--- src/rtl/memory_request_unit.sv ---
// memory_request_unit: MEM-stage dcache request controller with LL/SC link register.
// Holds the dcache request until dhit, stalls the EX/MEM latch while waiting,
// registers load data / SC status for MEM/WB and latches a sticky halt.
module memory_request_unit (
  input  logic        CLK,
  input  logic        nRST,
  input  logic        dREN_in,
  input  logic        dWEN_in,
  input  logic        datomic_in,
  input  logic        halt_in,
  input  logic [31:0] addr_in,
  input  logic [31:0] store_data_in,
  input  logic        pipe_stall,
  input  logic        snoop_inv,
  input  logic [31:0] snoop_addr,
  input  logic        dhit,
  input  logic [31:0] dmemload,
  output logic        dmemREN,
  output logic        dmemWEN,
  output logic [31:0] dmemaddr,
  output logic [31:0] dmemstore,
  output logic        mem_stall,
  output logic [31:0] load_data,
  output logic        halt_out
);

  localparam int unsigned WORD_W = 32;
  localparam int unsigned LINK_W = WORD_W - 2;

  typedef enum logic [1:0] {
    IDLE = 2'd0,
    BUSY = 2'd1,
    DONE = 2'd2
  } state_t;

  state_t              state_q, state_d;
  logic                link_valid_q, link_valid_d;
  logic [LINK_W-1:0]   link_word_q, link_word_d;
  logic [WORD_W-1:0]   load_data_q, load_data_d;
  logic                halt_q, halt_d;

  logic req, sc, ll, sc_ok, snoop_hit_req, done_hit, sc_fail, link_clear;
  logic unused_snoop_bits;

  // Request decode and store-conditional eligibility.
  assign req           = dREN_in | dWEN_in;
  assign sc            = datomic_in & dWEN_in;
  assign ll            = datomic_in & dREN_in;
  assign snoop_hit_req = snoop_inv & (snoop_addr[31:2] == addr_in[31:2]);
  assign sc_ok         = sc & link_valid_q & (link_word_q == addr_in[31:2]) & ~snoop_hit_req;

  // Byte offset of the snoop address never participates in word compares.
  assign unused_snoop_bits = ^snoop_addr[1:0];

  assign dmemaddr  = addr_in;
  assign dmemstore = store_data_in;
  assign load_data = load_data_q;
  assign halt_out  = halt_q;

  // State and result registers.
  always_ff @(posedge CLK or negedge nRST) begin
    if (!nRST) begin
      state_q      <= IDLE;
      link_valid_q <= 1'b0;
      link_word_q  <= '0;
      load_data_q  <= '0;
      halt_q       <= 1'b0;
    end else begin
      state_q      <= state_d;
      link_valid_q <= link_valid_d;
      link_word_q  <= link_word_d;
      load_data_q  <= load_data_d;
      halt_q       <= halt_d;
    end
  end

  // Next-state, request strobes, stall, result capture and link maintenance.
  always_comb begin
    state_d      = state_q;
    link_valid_d = link_valid_q;
    link_word_d  = link_word_q;
    load_data_d  = load_data_q;
    halt_d       = halt_q;
    dmemREN      = 1'b0;
    dmemWEN      = 1'b0;
    mem_stall    = 1'b0;
    done_hit     = 1'b0;
    sc_fail      = 1'b0;

    case (state_q)
      IDLE: begin
        if (req) begin
          if (sc && !sc_ok) begin
            // Failed SC: no cache traffic, one stall cycle, status 0.
            sc_fail     = 1'b1;
            mem_stall   = 1'b1;
            load_data_d = '0;
            state_d     = DONE;
          end else begin
            dmemREN   = dREN_in;
            dmemWEN   = dWEN_in;
            mem_stall = ~dhit;
            done_hit  = dhit;
            state_d   = dhit ? DONE : BUSY;
          end
        end else if (halt_in) begin
          halt_d = 1'b1;
        end
      end
      BUSY: begin
        dmemREN   = dREN_in;
        dmemWEN   = dWEN_in;
        mem_stall = ~dhit;
        done_hit  = dhit;
        if (dhit) state_d = DONE;
      end
      DONE: begin
        if (!pipe_stall) state_d = IDLE;
      end
      default: state_d = IDLE;
    endcase

    // Result capture on completion; plain stores leave load_data alone.
    if (done_hit) begin
      if (dREN_in)  load_data_d = dmemload;
      else if (sc)  load_data_d = WORD_W'(1);
    end

    // Link set by a completing LL; any clear source in the same cycle wins.
    if (done_hit && ll) begin
      link_valid_d = 1'b1;
      link_word_d  = addr_in[31:2];
    end
    link_clear = (done_hit && sc) || sc_fail
              || (done_hit && dWEN_in && !datomic_in && (addr_in[31:2] == link_word_d))
              || (snoop_inv && (snoop_addr[31:2] == link_word_d));
    if (link_clear) link_valid_d = 1'b0;

    // Request and stall drop immediately while reset is asserted.
    if (!nRST) begin
      dmemREN   = 1'b0;
      dmemWEN   = 1'b0;
      mem_stall = 1'b0;
    end
  end

endmodule

--- config.mk ---
export PLATFORM = sky130hd
export DESIGN_NAME = memory_request_unit
export DESIGN_NICKNAME = d
export VERILOG_FILES = /design/src/rtl/memory_request_unit.sv
export SDC_FILE = /design/constraint.sdc
export NUM_CORES = 1
export LEC_CHECK = 0
export CORE_MARGIN = 8
export CORE_UTILIZATION = 37
export DETAILED_ROUTE_END_ITERATION = 8
export PLACE_DENSITY_LB_ADDON = 0.08
export SLEW_MARGIN = 20
export SYNTH_ARGS = -nofsm -noshare
export SYNTH_HDL_FRONTEND = slang
export SYNTH_SLANG_ARGS = --single-unit
--- constraint.sdc ---
create_clock -name CLK -period 2.6 [get_ports CLK]
set_clock_uncertainty 0.2 [all_clocks]
set_input_delay 0.26 -clock CLK [delete_from_list [all_inputs] [get_ports CLK]]
set_output_delay 0.26 -clock CLK [all_outputs]
set_load 0.03 [all_outputs]
==> metrics.md <==
| Metric | Value |
|---|---|
| Maximum vdd drop | `about 0.44 mV` |
| Area grow syn2layout | `75.5%` |
| PortBufs | `between 150 and 200` |
| FILL cells | `just over 1,000` |
| Worst skew pair latency | `roughly 0.35 ns` |
| RSZ-0062 raised after global routing | `yes` |
| Max-cap violations | `0` |
| LEAKAGE | `about 3.8 nW` |
| Slew @ Worst Pin | `between 0.8 and 0.9 ns` |
| Largest net degree at the start of global routing | `approximately 60` |
| Yosys top cell area share | `36.2%` |
| Core Region | `12,000 µm²` |
| Synthesized area | `4560 µm²` |
| DRT iter0 DRCs | `about 230` |
| Initial antenna violation count | `0` |
| Pre-CTS setup slack | `-1.04 ns` |
| Async SR Flop Fraction | `100%` |
| Setup-failing EPs final | `63` |
| CP max stage delay | `slightly above 0.6 ns` |
| Root Buffer Master | `clkbuf_16` |
| Global route overflow | `0` |
| Detailed Routing Iterations Pass 1 | `5` |
| Data arrival, critical path | `around 2.6 ns` |
| Failing checks | `negative setup slack` |
| Yosys warns | `0` |
| Die area | `around 16,000 µm²` |
| Grt met2 use | `between 30% and 40%` |
| Initial Util | `between 30% and 40%` |
| Total Routing Usage GR | `21.9%` |
| Clock tree buffer depth | `2` |
| Final setup margin | `-0.449 ns` |
| Worst EP required | `2.14 ns` |
| Max-slew headroom | `a little under half` |
| FMAX | `328 MHz` |
| # IOs | `237` |
| Final worst path period need | `just over 3 ns` |
| Post-route ant nets | `0` |
| Unique cell type count in the Yosys netlist | `60` |
| Synth top cells by count | `buf_4 (67), dfrtp_1 (66), xor2_1 (38)` |
| Worst setup EP type | `output pin` |
| Mean post-synth cell area | `between 9 and 10 µm²` |
| Routed via count | `between 4,000 and 5,000` |
| CTS tree | `done` |
| Critical path launch point type | `register` |
| Hold Vio Cnt, Final | `0` |
| Residual DRC | `0` |
| #FFs+latches synth | `66` |
| Hold_ws | `roughly 0.024 ns` |
| DP Wirelength | `~13 mm` |
| Gr busiest metal | `met2` |
| Layout cells sized above 1 | `38.1%` |
| Register area | `~1700 µm²` |
| Predominant post-synthesis flop cell | `dfrtp_1` |
| Die Span X | `roughly 130 µm` |
| Clk sink count | `66` |
| Pins Over Slew Limit | `0` |
| Multi-input gate area | `roughly 2700 µm²` |
| Hold WC Path Type | `in -> reg` |
| Vias in the first global route | `~5,000` |
| Top-count cell post-synth | `buf_4` |
| Vias per cell | `a little over 5` |
| Crit path buf inv count | `3` |
| Register area share after synthesis | `36.2%` |
| Nets | `around 870` |
| Crit-path cells | `xnor2_2 -> nand4_1 -> or4_4 -> nor2_4 -> buf_6 -> a211oi_4 -> nand2b_4 -> buf_6 -> nor3b_2 -> buf_4` |
| Post-route clock period utilization | `117%` |
| Met3 Usage GRT | `under 10%` |
| Status | `finished, violations left` |
| CP dominant cell by count | `buf_6` |
| Total Wirelength | `approximately 18 mm` |
| Avg WL per Cell | `between 20 and 25 µm` |
| Post-synth EDFFs | `0` |
| CTS HTree Levels | `3` |
| Die Y | `~130 µm` |
| PwrDens | `roughly 700 nW/µm²` |
| Site Rows | `40` |
| Post-Syn Instances | `466` |
| TritonCTS buffer count | `9` |
| Met1 Use GR | `between 20% and 30%` |
| Gpl congestion | `between 0.8 and 0.9` |
| Critical path's top delay family | `simple AND/OR/NAND/NOR gates` |
| Mapped Nets | `around 600` |
| Top post-synthesis cells by area | `dfrtp_1 (36%), buf_4 (11%), xor2_1 (7.3%)` |
| Global-route wire length before repair | `27.4 mm` |
| Crit Path Max Fanout | `2` |
| N_diodes | `0` |
| Leading area contributor after synthesis | `dfrtp_1` |
| Clk pin slew, worst setup/hold paths | `about 0.060 ns` |
| CP Class | `reg -> out` |
| Slowest-stage cell, CP | `or4_4` |
## path summary, 6_finish.rpt
path	start	endpoint	slack (ns)	depth (start not counted)
min reg2reg	halt_out	halt_out	0.29	1
min in group asynchronous	nRST	async pin	0.16	2
min	addr_in[11]	link_word_q[9]	0.02	3
max in group asynchronous	nRST	async pin	0.93	3
max reg2reg	link_word_q[1]	link_valid_q	-0.33	10
max	link_word_q[1]	dmemREN	-0.45	10
## metrics by stage
stage	cell area (µm²)	total power [mW]	utilization (%)	setup TNS (ns)	std cells
2_1_floorplan	4620	2.85	-	-2.26	466
3_3_place_gp	6870	3.97	57.2	-60.70	833
3_5_place_dp	6870	4.00	57.2	-50.60	833
4_1_cts	7670	5.73	63.9	-9.51	870
5_1_grt	8000	6.05	66.6	-16.58	881
6_report	8000	5.77	66.6	-10.73	881
## cells by family (layout without fill, tap and decap cells)
logic type / Yosys count / after routing / share of synthesized area [%]
compound gates: 102 / 106 / 17.9
xor+xnor: 69 / 69 / 13.3
buf+inv: 110 / 373 / 15.3
flops: 66 / 66 / 36.2
mux: 24 / 24 / 5.82
simple gates: 95 / 96 / 11.5
## per-layer routing
layer / vias up / wire (µm)
met5: - / 0
met4: 0 / 414
met3: 39 / 1060
met2: 172 / 8730
met1: 2201 / 7920
li1: 2139 / -
## area by class of cell
type | count | share of cell area, %
timing repair buffer | 325 | 37.4
multi-input combinational | 295 | 33.6
sequential | 66 | 20.6
clock buffer | 10 | 2.86
tap | 147 | 2.30
clock inverter | 6 | 1.70
inverter | 32 | 1.50
## tightest hold or removal path, delay by kind of cell
kind,cells,cell delay [ns]
buf+inv,1,0.15
compound gates,1,0.07
simple gates,1,0.06
## report_power, final
| group | leakage, nW | internal [mW] | switching, mW | total (mW) |
|---|---|---|---|---|
| registers | 0.835 | 1.35 | 0.231 | 1.58 |
| logic | 2.76 | 1.41 | 1.25 | 2.67 |
| clock network | 0.173 | 1.04 | 0.490 | 1.53 |
| total | 3.77 | 3.80 | 1.97 | 5.77 |
## repair_timing
item                                   CTS  global route
setup buffers                           15            10
cloned                                   6             2
hold buffers                             1             0
endpoints found under the hold margin    8             0
pin swaps                               24            31
setup endpoints to repair               67            66
resized for setup                      126            83
## placed cells by master, fill, tap and decap left out, types with 13 or more instances in the layout
cell / n
a22o_1: 34
mux2_4: 16
dlymetal6s2s_1: 20
xor2_1: 28
dlygate4sd2_1: 13
buf_6: 17
inv_1: 30
xnor2_1: 20
clkdlybuf4s50_1: 103
buf_4: 136
dfrtp_1: 66
nand2_1: 21
Note: power is estimated with default switching activity, not from simulation.
